--- config.mk ---
export PLATFORM = sky130hd
export DESIGN_NAME = varredura_painel_flat
export DESIGN_NICKNAME = d
export VERILOG_FILES = /design/src/rtl/varredura_painel_if.sv /design/src/rtl/varredura_painel.sv /design/src/flat_wrapper.sv
export SDC_FILE = /design/constraint.sdc
export NUM_CORES = 1
export LEC_CHECK = 0
export ABC_CLOCK_PERIOD_IN_PS = 5100
export CORE_UTILIZATION = 35
export DETAILED_ROUTE_END_ITERATION = 6
export PLACE_DENSITY = 0.52
export SLEW_MARGIN = 30
export SYNTH_ARGS = -nofsm -noshare
export SYNTH_HDL_FRONTEND = slang
export SYNTH_SLANG_ARGS = --single-unit
--- constraint.sdc ---
create_clock -name clk -period 5.1 [get_ports clk]
set_input_delay 0.51 -clock clk [delete_from_list [all_inputs] [get_ports clk]]
set_output_delay 0.51 -clock clk [all_outputs]
set_load 0.02 [all_outputs]
--- src/rtl/varredura_painel_if.sv ---
// Buffer write bus for the scrolling LED matrix scanner.
// The host side (master) drives one column pattern per write strobe; the
// scanner (slave) stores it into its message buffer.
interface varredura_painel_if #(
  parameter int AW = 4
);
  logic          wr_en;
  logic [AW-1:0] wr_addr;
  logic [6:0]    wr_data;

  modport master (
    output wr_en,
    output wr_addr,
    output wr_data
  );

  modport slave (
    input wr_en,
    input wr_addr,
    input wr_data
  );
endinterface

--- src/rtl/varredura_painel.sv ---
// Column-multiplexed scanner for a 7-row LED matrix with a scrolling message.
// A column counter walks the NCOL columns on each tick_demux strobe; the row
// pattern for the driven column is read from a NBUF-deep message buffer at
// (offset + col). Scroll requests from tick_ru are parked in a pending flag
// and only applied when the column counter wraps, so a frame is never drawn
// with two different offsets.
module varredura_painel #(
  parameter int NCOL = 5,
  parameter int NBUF = 16   // must be a power of two so the address sum wraps for free
) (
  input  logic                     clk,
  input  logic                     reset,
  input  logic                     tick_demux,
  input  logic                     tick_ru,
  input  logic                     enable,
  input  logic                     scroll_en,
  varredura_painel_if.slave        wr_bus,
  output logic [NCOL-1:0]          col_sel,
  output logic [6:0]               row_data,
  output logic                     frame_done,
  output logic [$clog2(NBUF)-1:0]  offset
);

  localparam int AW = $clog2(NBUF);
  localparam int CW = (NCOL > 1) ? $clog2(NCOL) : 1;

  localparam logic [CW-1:0] COL_LAST = CW'(NCOL - 1);
  localparam logic [CW-1:0] COL_ZERO = {CW{1'b0}};

  localparam logic [0:0] ST_IDLE = 1'b0;
  localparam logic [0:0] ST_SCAN = 1'b1;

  // Buffer address for a column at a given offset; the sum simply drops its
  // carry so the message wraps around the buffer.
  function automatic logic [AW-1:0] addr_f(input logic [AW-1:0] off,
                                           input logic [CW-1:0] col);
    addr_f = off + AW'(col);
  endfunction

  // One-hot column drive for a column index.
  function automatic logic [NCOL-1:0] onehot_f(input logic [CW-1:0] col);
    onehot_f = {{(NCOL-1){1'b0}}, 1'b1} << col;
  endfunction

  // Message buffer (no reset: contents survive a reset)
  logic [6:0]      mem_r [NBUF];

  // Control state
  logic [0:0]      state_r;
  logic [CW-1:0]   col_r;
  logic [AW-1:0]   offset_r;
  logic            pending_r;

  // Registered outputs
  logic [NCOL-1:0] col_sel_r;
  logic [6:0]      row_data_r;
  logic            frame_done_r;

  // Next-state values
  logic [0:0]      state_nxt_s;
  logic [CW-1:0]   col_nxt_s;
  logic [AW-1:0]   offset_nxt_s;
  logic            pending_nxt_s;
  logic            frame_done_nxt_s;
  logic            drive_s;
  logic            scroll_req_s;
  logic [AW-1:0]   rd_addr_s;
  logic [NCOL-1:0] col_sel_nxt_s;
  logic [6:0]      row_data_nxt_s;

  // Scan/blank state machine, column walk and scroll scheduling
  always_comb begin
    state_nxt_s      = state_r;
    col_nxt_s        = col_r;
    offset_nxt_s     = offset_r;
    pending_nxt_s    = pending_r;
    frame_done_nxt_s = 1'b0;
    drive_s          = 1'b0;
    scroll_req_s     = pending_r | (tick_ru & scroll_en);

    case (state_r)
      ST_IDLE: begin
        // Blanked: column parked at 0, offset and pending frozen.
        col_nxt_s = COL_ZERO;
        if (enable) begin
          state_nxt_s = ST_SCAN;
          drive_s     = 1'b1;
        end else begin
          state_nxt_s = ST_IDLE;
        end
      end

      ST_SCAN: begin
        if (!enable) begin
          state_nxt_s = ST_IDLE;
          col_nxt_s   = COL_ZERO;
        end else begin
          drive_s       = 1'b1;
          pending_nxt_s = scroll_req_s;
          if (tick_demux) begin
            if (col_r == COL_LAST) begin
              // Frame boundary: the only place the offset may move.
              col_nxt_s        = COL_ZERO;
              frame_done_nxt_s = 1'b1;
              if (scroll_req_s) begin
                offset_nxt_s  = offset_r + {{(AW-1){1'b0}}, 1'b1};
                pending_nxt_s = 1'b0;
              end else begin
                offset_nxt_s  = offset_r;
              end
            end else begin
              col_nxt_s = col_r + {{(CW-1){1'b0}}, 1'b1};
            end
          end else begin
            col_nxt_s = col_r;
          end
        end
      end

      default: begin
        state_nxt_s = ST_IDLE;
        col_nxt_s   = COL_ZERO;
      end
    endcase
  end

  // Output pattern for the column about to be driven; the buffer read uses
  // the pre-write contents, so a same-cycle write shows up one cycle later.
  always_comb begin
    rd_addr_s = addr_f(offset_nxt_s, col_nxt_s);
    if (drive_s) begin
      col_sel_nxt_s  = onehot_f(col_nxt_s);
      row_data_nxt_s = mem_r[rd_addr_s];
    end else begin
      col_sel_nxt_s  = {NCOL{1'b0}};
      row_data_nxt_s = 7'h00;
    end
  end

  // Control and output registers with synchronous reset
  always_ff @(posedge clk) begin
    if (reset) begin
      state_r      <= ST_IDLE;
      col_r        <= COL_ZERO;
      offset_r     <= {AW{1'b0}};
      pending_r    <= 1'b0;
      col_sel_r    <= {NCOL{1'b0}};
      row_data_r   <= 7'h00;
      frame_done_r <= 1'b0;
    end else begin
      state_r      <= state_nxt_s;
      col_r        <= col_nxt_s;
      offset_r     <= offset_nxt_s;
      pending_r    <= pending_nxt_s;
      col_sel_r    <= col_sel_nxt_s;
      row_data_r   <= row_data_nxt_s;
      frame_done_r <= frame_done_nxt_s;
    end
  end

  // Message buffer write port; writes are blocked while reset is asserted
  always_ff @(posedge clk) begin
    if (!reset && wr_bus.wr_en) begin
      mem_r[wr_bus.wr_addr] <= wr_bus.wr_data;
    end
  end

  assign col_sel    = col_sel_r;
  assign row_data   = row_data_r;
  assign frame_done = frame_done_r;
  assign offset     = offset_r;

endmodule

--- src/flat_wrapper.sv ---
// flat-port wrapper written by rule: the top's interface ports become plain ports
module varredura_painel_flat 
#(
  parameter int NCOL = 5,
  parameter int NBUF = 16                                                              
)
  (clk, reset, tick_demux, tick_ru, enable, scroll_en, col_sel, row_data, frame_done, offset, wr_bus_wr_en, wr_bus_wr_addr, wr_bus_wr_data);
  varredura_painel_if #(.AW((4))) wr_bus_i ();
  input  logic clk;
  input  logic reset;
  input  logic tick_demux;
  input  logic tick_ru;
  input  logic enable;
  input  logic scroll_en;
  output logic [NCOL-1:0] col_sel;
  output logic [6:0] row_data;
  output logic frame_done;
  output logic [$clog2(NBUF)-1:0] offset;
  input wire logic [$bits(wr_bus_i.wr_en)-1:0] wr_bus_wr_en;
  input wire logic [$bits(wr_bus_i.wr_addr)-1:0] wr_bus_wr_addr;
  input wire logic [$bits(wr_bus_i.wr_data)-1:0] wr_bus_wr_data;
  assign wr_bus_i.wr_en = wr_bus_wr_en;
  assign wr_bus_i.wr_addr = wr_bus_wr_addr;
  assign wr_bus_i.wr_data = wr_bus_wr_data;
  varredura_painel #(.NCOL(NCOL), .NBUF(NBUF)) u_core (.clk(clk), .reset(reset), .tick_demux(tick_demux), .tick_ru(tick_ru), .enable(enable), .scroll_en(scroll_en), .wr_bus(wr_bus_i), .col_sel(col_sel), .row_data(row_data), .frame_done(frame_done), .offset(offset));
endmodule
==> flow_summary.yaml, run 1 <==
layout:
  area_delta_synth_final_pct: 22.4
  multi_input_area_um2: 1430
  final_common_cell: "edfxtp_1"
  design_area_um2: 6470
  nNetsFinal: 364
  layout-drive-gt1-share: 0.219
  seq_area_um2: 3800
  fill_cells: 1287
  stdcell_count: 536
  final_cell_mix: "112 x edfxtp_1, 34 x clkdlybuf4s50_1, 31 x nor2_1"
clocking:
  hold_buffers: 0
  cts.repair.resized: 0
  clk_latency_ps: 420
  cts.sinks: 134
  cts_tree: "yes"
  cts_inserted_buffers: 17
  htree_levels: 4
  cts_buffer_depth: 2
  cts-root-buf: "clkbuf_16"
  postCtsSetupBuffers: 0
  cts.reportedPaths.clkPinSlew_ps: 50
die:
  die_y_um: 125
  ios: 35
  core_um2: 14600
  start_util: 0.361
  die_w_um: 125
  die-area_um2: 15600
  fp-row-count: 44
detailed_routing:
  first_pass_iters: 6
  wl_per_cell_um: 20.5
  viasPerCell: 5.05
  vias: 2709
  wl_um: 11000
  ant_nets: 0
  first_iter_violations: 168
  drcViolationCount: 16
logic_synthesis:
  synth_cells: 286
  yosys_warnings: 0
  ys_seq_area_frac: 0.720
  yosys_register_bits: 134
  netlist_area_um2: 5290
  syn_area_per_cell_um2: 18.5
  yosysUniqueCellTypes: 31
  syn_nets: 311
critical_path:
  startpoint_type: "input pin"
  worstPathRequired_ps: 5400
  path_max_fanout: 10
  worst-r2r-setup-slack_ps: 1640
  crit_type: "input pin to flop"
  worstPathArrival_ps: 3910
  reg2reg_from: "u_core.col_r[0]"
  critPathLaunch: "enable"
  end_kind: "flop"
hold_path:
  hold_class: "flop to flop"
  worstHoldStart: "u_core.pending_r"
pwr:
  power_frac_seq: 0.487
  internal_power_mw: 1.99
  pwr-share-clk: 0.482
  comb_power_share: 0.031
  p_per_area_nw_per_um2: 382
  switching_share: 0.194
  ir_drop_uv: 212
  p_switching_uw: 480
  p_leak_nw: 2.12
placed_design:
  dpl_cell_area_um2: 5900
  placed_cells: 504
  place_congestion: 0.776
  portBuffers: 34
  dpl.hpwl_um: 7020
global_routing:
  grt_pass1_wl_um: 17200
  grt.overflow.total: 0
  grt_max_degree: 29
  grt_pass1_vias: 2855
  grt.total_usage: 0.156
  antenna_found_initial: 0
timing:
  rsz0062_at_grt: "false"
  relSlewSlack: 0.355
  final.period_utilization: 0.708
  worst_slew_pin_slew_ps: 965
  skew_ps: 5.87
  finalSetupTns_ps: 0
  min_period_ps: 3610
  setup_viol: 0
  final_max_slew_viol_count: 0
  fmax_mhz: 277
  finalHoldViolCount: 0
status:
  violations: "DRC"
  status: "complete, but fails checks"
run:
  max-cap-violations: 0
[cell families after synthesis]
family	after synthesis	synth area share
flops	134	0.720
simple gates	67	0.0672
mux	51	0.165
buf+inv	15	0.0116
compound gates	7	0.00757
fa+ha+maj	7	0.0180
xor+xnor	5	0.0111
[sequential cells by signal (all words and copies together), names as in the netlist]
register and flops:
u_core.col_r 3, u_core.col_sel 5, u_core.frame_done 1, u_core.mem_r 112, u_core.offset 4, u_core.pending_r 1, u_core.row_data 7, u_core.state_r 1
[power groups by stage]
stage          logic [mW]  clock network (mW)  registers [mW]
4_1_cts            0.0786                1.21            1.20
5_1_grt            0.0842                1.26            1.20
3_3_place_gp       0.0773                   0            1.23
2_1_floorplan      0.0309                   0            1.23
6_report           0.0771                1.19            1.20
3_5_place_dp       0.0783                   0            1.23
[path summary, 6_finish.rpt]
| kind | to | depth (start not counted) |
|---|---|---|
| hold reg to reg | u_core.pending_r | 2 |
| setup reg to reg | u_core.row_data[4] | 11 |
| hold / removal | u_core.pending_r | 2 |
| setup / recovery | u_core.row_data[4] | 10 |
[layout make-up]
type / instances / share of cell area
clock inverters: 11 / 0.0205
clock buffers: 20 / 0.0675
well taps: 184 / 0.0356
flip-flops and latches: 134 / 0.588
inverters: 5 / 0.00290
multi-input cells: 137 / 0.221
diodes: 1 / 0.000387
repair buffers: 44 / 0.0642
[Yosys cell counts]
cell type	number	area [um^2]
nor4_1	2	12.5
nor2_1	31	116
a21o_1	2	15.0
o21ai_0	1	5.00
nand3b_1	1	7.51
xnor3_2	1	23.8
or3_1	2	12.5
xor2_1	3	26.3
or3b_2	1	8.76
dfxtp_1	22	440
nor3_1	8	40.0
nand4b_1	1	8.76
fa_1	1	20.0
edfxtp_1	112	3360
nand3_1	2	10.0
xnor2_1	1	8.76
mux4_2	28	631
nor2b_1	4	25.0
nand2_1	5	18.8
nor4b_1	2	17.5
nand3_4	1	17.5
nor4_4	1	21.3
clkbuf_1	6	22.5
buf_2	4	20.0
mux2_2	8	90.1
inv_1	5	18.8
a21oi_1	4	20.0
mux2i_1	15	150
nor3b_1	1	7.51
ha_1	6	75.1
nand2b_1	5	31.3
[metrics by stage]
stage,worst slack [ps],hold WS [ps],utilization,total power [mW]
finish,1490,494,0.442,2.47
global route,1260,522,0.442,2.55
CTS,1450,505,0.442,2.50
detailed placement,1020,492,0.403,1.31
global placement,1010,479,0.403,1.30
floorplan,1620,458,-,1.26
[worst max-delay path: stages]
cell	delay [ps]
clkdlybuf4s50_1	480
nand2_1	230
nor3_1	360
mux2_2	420
fa_1	450
xor2_2	620
buf_4	290
mux2i_1	210
nor2_1	60
mux2_2	290
[per-layer routing]
layer  GRT usage  wire length (um)  part of all wire
met5           0                 0                 0
met4      0.0538               125             0.011
met2       0.252              5450              0.50
met3      0.0503               496             0.045
met1       0.197              4930              0.45
Note: power is estimated with default switching activity, not from simulation.
==> run 2, diff against run 1 <==
Settings changed: ABC_CLOCK_PERIOD_IN_PS 5100 to 3600.
Clock period 5.1 ns to 3.6 ns, I/O delays scaled along.
==> run 2 against run 1 <==
Compared with the run above: the run still ends with DRC left; utilization grew 0.55 points; via count down 0.48%; worst hold slack worse by 4.3 ps; sequential share of layout area fell by 0.72 points; register-to-register slack worse by 1300 ps; critical path depth rose by 1; die area unchanged; wire length rose by 0.93%; combinational power grew 49%; cell count increased by 1.3%; critical path type is now flop to flop; largest cell class unchanged; largest power group unchanged; highest routed layer unchanged.
==> flow_summary.yaml, run 2 (synthesis gave the netlist of run 1 again) <==
timing:
  relSlewSlack: 0.391
  finalHoldViolCount: 0
  worst_slew_pin_slew_ps: 911
  final_max_slew_viol_count: 0
  rsz0062_at_grt: "false"
  fmax_mhz: 305
  min_period_ps: 3280
  setup_viol: 0
  hold_slack_ps: 490
  final.period_utilization: 0.911
  finalSetupTns_ps: 0
  skew_ps: 7.30
detailed_routing:
  ant_nets: 0
  viasPerCell: 4.97
  first_pass_iters: 6
  wl_um: 11100
  drcViolationCount: 16
  vias: 2696
  wl_per_cell_um: 20.5
  first_iter_violations: 201
critical_path:
  end_kind: "flop"
  crit_type: "flop to flop"
  worst-r2r-setup-slack_ps: 320
  startpoint_type: "flop"
  rr_endpoint: "u_core.row_data[4]"
  path_max_fanout: 28
  reg2reg_from: "u_core.col_r[0]"
  worstPathArrival_ps: 3580
  worstPathRequired_ps: 3900
  r2r_cells: 11
hold_path:
  hold_class: "flop to flop"
  whs_path_depth: 2
  min_to: "u_core.pending_r"
  worstHoldStart: "u_core.pending_r"
clocking:
  cts_inserted_buffers: 17
  cts.reportedPaths.clkPinSlew_ps: 60
  htree_levels: 4
  cts-root-buf: "clkbuf_16"
  cts_buffer_depth: 2
  hold_buffers: 0
  clk_latency_ps: 420
  cts_tree: "yes"
  postCtsSetupBuffers: 0
  cts.repair.resized: 0
  cts.sinks: 134
die:
  start_util: 0.361
  die_w_um: 125
  die_y_um: 125
  ios: 35
  core_um2: 14600
  die-area_um2: 15600
  fp-row-count: 44
global_routing:
  grt_pass1_wl_um: 17100
  grt_pass1_vias: 2920
  grt.total_usage: 0.157
  grt_max_degree: 29
  grt.overflow.total: 0
  antenna_found_initial: 0
run:
  max-cap-violations: 0
status:
  violations: "DRC"
  status: "complete, but fails checks"
layout:
  area_delta_synth_final_pct: 23.9
  nNetsFinal: 370
  final_cell_mix: "112 x edfxtp_1, 34 x clkdlybuf4s50_1, 30 x nor2_1"
  design_area_um2: 6550
  layout-drive-gt1-share: 0.246
  largest_reg_flops: 112
  top_register: "u_core.mem_r"
  stdcell_count: 543
  final_common_cell: "edfxtp_1"
placed_design:
  dpl.hpwl_um: 6950
  place_congestion: 0.728
  dpl_cell_area_um2: 5980
  placed_cells: 510
  portBuffers: 34
pwr:
  power.total_mw: 3.47
  p_leak_nw: 2.14
  p_per_area_nw_per_um2: 530
  ir_drop_uv: 304
[run 2: how the worst max path moves through the flow]
| stage | cells after the start | start | to | slack, ps |
|---|---|---|---|---|
| final | 11 | u_core.col_r[0] | u_core.row_data[4] | 320 |
| after global routing | 12 | u_core.col_r[0] | u_core.row_data[1] | 140 |
| after CTS | 11 | u_core.col_r[0] | u_core.row_data[3] | 280 |
| after detailed placement | 10 | tick_demux | u_core.row_data[3] | 80 |
| after global placement | 10 | tick_demux | u_core.row_data[3] | 80 |
| after floorplan | 12 | u_core.col_r[0] | u_core.row_data[0] | 200 |
[run 2: routing by layer]
| layer | vias to the layer above | wire length, um | GRT usage |
|---|---|---|---|
| met5 | - | 0 | 0 |
| met4 | 0 | 159 | 0.0674 |
| met3 | 15 | 572 | 0.0430 |
| met2 | 80 | 5310 | 0.247 |
| met1 | 1363 | 5060 | 0.204 |
| li1 | 1238 | - | - |
[run 2: report_power, final]
| group | leakage (nW) | switching (mW) | internal [mW] |
|---|---|---|---|
| clock | 0.267 | 0.641 | 1.01 |
| sequential | 1.19 | 0.00481 | 1.70 |
| combinational | 0.688 | 0.0648 | 0.0500 |
[run 2: area by class of cell]
| type | count | area, um^2 |
|---|---|---|
| fill | 1284 | 8090 |
| sequential | 134 | 3800 |
| multi-input combinational | 137 | 1430 |
| timing repair buffer | 50 | 498 |
| clock buffer | 19 | 433 |
| tap | 184 | 230 |
| clock inverter | 13 | 131 |
| inverter | 5 | 18.8 |
| antenna | 1 | 2.50 |
[run 2: stage by stage]
stage | util | setup slack (ps)
floorplan | - | 203
global placement | 0.408 | 81.8
detailed placement | 0.408 | 77.2
CTS | 0.447 | 282
global route | 0.447 | 136
finish | 0.447 | 320
[run 2: worst max-delay path, cell delays in order, from the launching register on]
cell	delay, ps
dfxtp_1	320
inv_1	70
ha_1	260
nand3_4	90
nor3_1	270
mux2_2	420
fa_1	570
buf_12	220
mux4_2	320
mux2i_1	160
nor2_1	120
mux2_2	340
==> run 3, diff against run 2 <==
Settings changed: ABC_CLOCK_PERIOD_IN_PS 3600 to 3220.
Clock period 3.6 ns to 3.22 ns, I/O delays scaled along.
==> run 3 against run 2 <==
Compared with the run above: the flow still finishes with violations (DRC); cell count grew 4.1%; combinational power rose by 18%; die area stayed put; largest power group is now clock; highest routed layer unchanged.
==> flow_summary.yaml, run 3 (synthesis gave the netlist of run 1 again) <==
status:
  status: "complete, but fails checks"
  violations: "DRC"
clocking:
  cts_buffer_depth: 2
  cts_tree: "yes"
  cts.reportedPaths.clkPinSlew_ps: 60
  htree_levels: 4
  cts.sinks: 134
  clk_latency_ps: 420
  cts-root-buf: "clkbuf_16"
  hold_buffers: 0
  cts_inserted_buffers: 17
layout:
  fill_cells: 1246
  layout-drive-gt1-share: 0.315
  nNetsFinal: 394
  area_delta_synth_final_pct: 31.2
  final_common_cell: "edfxtp_1"
  final_cell_mix: "112 x edfxtp_1, 34 x clkdlybuf4s50_1, 32 x buf_4"
  diodes: 0
  top_register: "u_core.mem_r"
  largest_reg_flops: 112
  stdcell_count: 565
critical_path:
  path_max_fanout: 5
  end_kind: "flop"
  crit_type: "flop to flop"
  reg2reg_from: "u_core.col_r[0]"
  critPathLaunch: "u_core.col_r[0]"
  worstPathRequired_ps: 3530
  startpoint_type: "flop"
  worstPathArrival_ps: 3480
die:
  fp-row-count: 44
  core_um2: 14600
  ios: 35
  die_w_um: 125
  start_util: 0.361
  die-area_um2: 15600
  die_y_um: 125
detailed_routing:
  first_iter_violations: 185
  wl_um: 11100
  ant_nets: 0
  first_pass_iters: 7
  viasPerCell: 5.01
  drcViolationCount: 8
  wl_per_cell_um: 19.6
  vias: 2831
timing:
  min_period_ps: 3170
  finalSetupTns_ps: 0
  hold_slack_ps: 509
  skew_ps: 6.79
  relSlewSlack: 0.455
  rsz0062_at_grt: "true"
  final_max_slew_viol_count: 0
  fmax_mhz: 315
  setup_viol: 0
  finalHoldViolCount: 0
  final.period_utilization: 0.985
  worst_slew_pin_slew_ps: 815
global_routing:
  grt_pass1_vias: 2848
  grt_max_degree: 18
  grt.overflow.total: 0
  grt.total_usage: 0.152
  grt_pass1_wl_um: 16700
  antenna_found_initial: 0
placed_design:
  placed_cells: 531
  place_congestion: 0.711
  dpl.hpwl_um: 7490
  portBuffers: 34
run:
  max-cap-violations: 0
pwr:
  ir_drop_uv: 349
  power.total_mw: 4.20
  p_leak_nw: 2.36
  p_per_area_nw_per_um2: 606
hold_path:
  worstHoldStart: "u_core.pending_r"
  hold_class: "flop to flop"
-- run 3: worst max-delay path, stage by stage, from the launching register on --
cell and delay [ps]:
dfxtp_2 320, inv_2 60, ha_4 140, nand3_4 90, nor3_4 180, buf_6 130
mux2_4 310, fa_2 710, buf_12 170, buf_12 110, mux4_2 340, mux2i_1 160
nor2_1 60, mux2_2 280
-- run 3: routing by layer --
layer  track usage  vias up  routed length (um)
met5             0        -                   0
met4        0.0689        0                 206
met3        0.0425       16                 566
met2         0.233       85                5220
met1         0.201     1433                5110
li1              -     1297                   -
-- run 3: path summary, 6_finish.rpt --
kind | end | slack (ps) | cells after the start
hold reg to reg | u_core.pending_r | 510 | 2
setup / recovery | u_core.row_data[0] | 50 | 13
setup reg to reg | u_core.row_data[0] | 50 | 13
hold / removal | u_core.pending_r | 510 | 2
-- run 3: final cells by class --
cell class	instances	area, um^2	area share
clock inverter	13	229	0.0330
clock buffer	18	429	0.0619
sequential	134	3810	0.549
timing repair buffer	74	742	0.107
tap	184	230	0.0332
multi-input combinational	137	1480	0.213
inverter	5	18.8	0.00271
-- run 3: what timing repair did --
action | in CTS | in global routing
pin swaps | 0 | 3
resized for setup | 1 | 14
setup endpoints to repair | 2 | 7
gates cloned | 0 | 2
setup buffers | 0 | 1
-- run 3: report_power, final --
part,internal [mW],leakage [nW],total [mW],switching [mW]
Sequential,1.90,1.19,1.91,0.00622
Clock,1.45,0.322,2.16,0.714
Combinational,0.0611,0.848,0.136,0.0745
-- run 3: through the flow --
| step | instance area, um^2 | util | worst slack (ps) |
|---|---|---|---|
| 4_1_cts | 6820 | 0.466 | 12.6 |
| 5_1_grt | 6930 | 0.474 | -64.4 |
| 2_1_floorplan | 5290 | - | 94.7 |
| 3_5_place_dp | 6160 | 0.421 | -220 |
| 6_report | 6930 | 0.474 | 47.7 |
| 3_3_place_gp | 6160 | 0.421 | -218 |
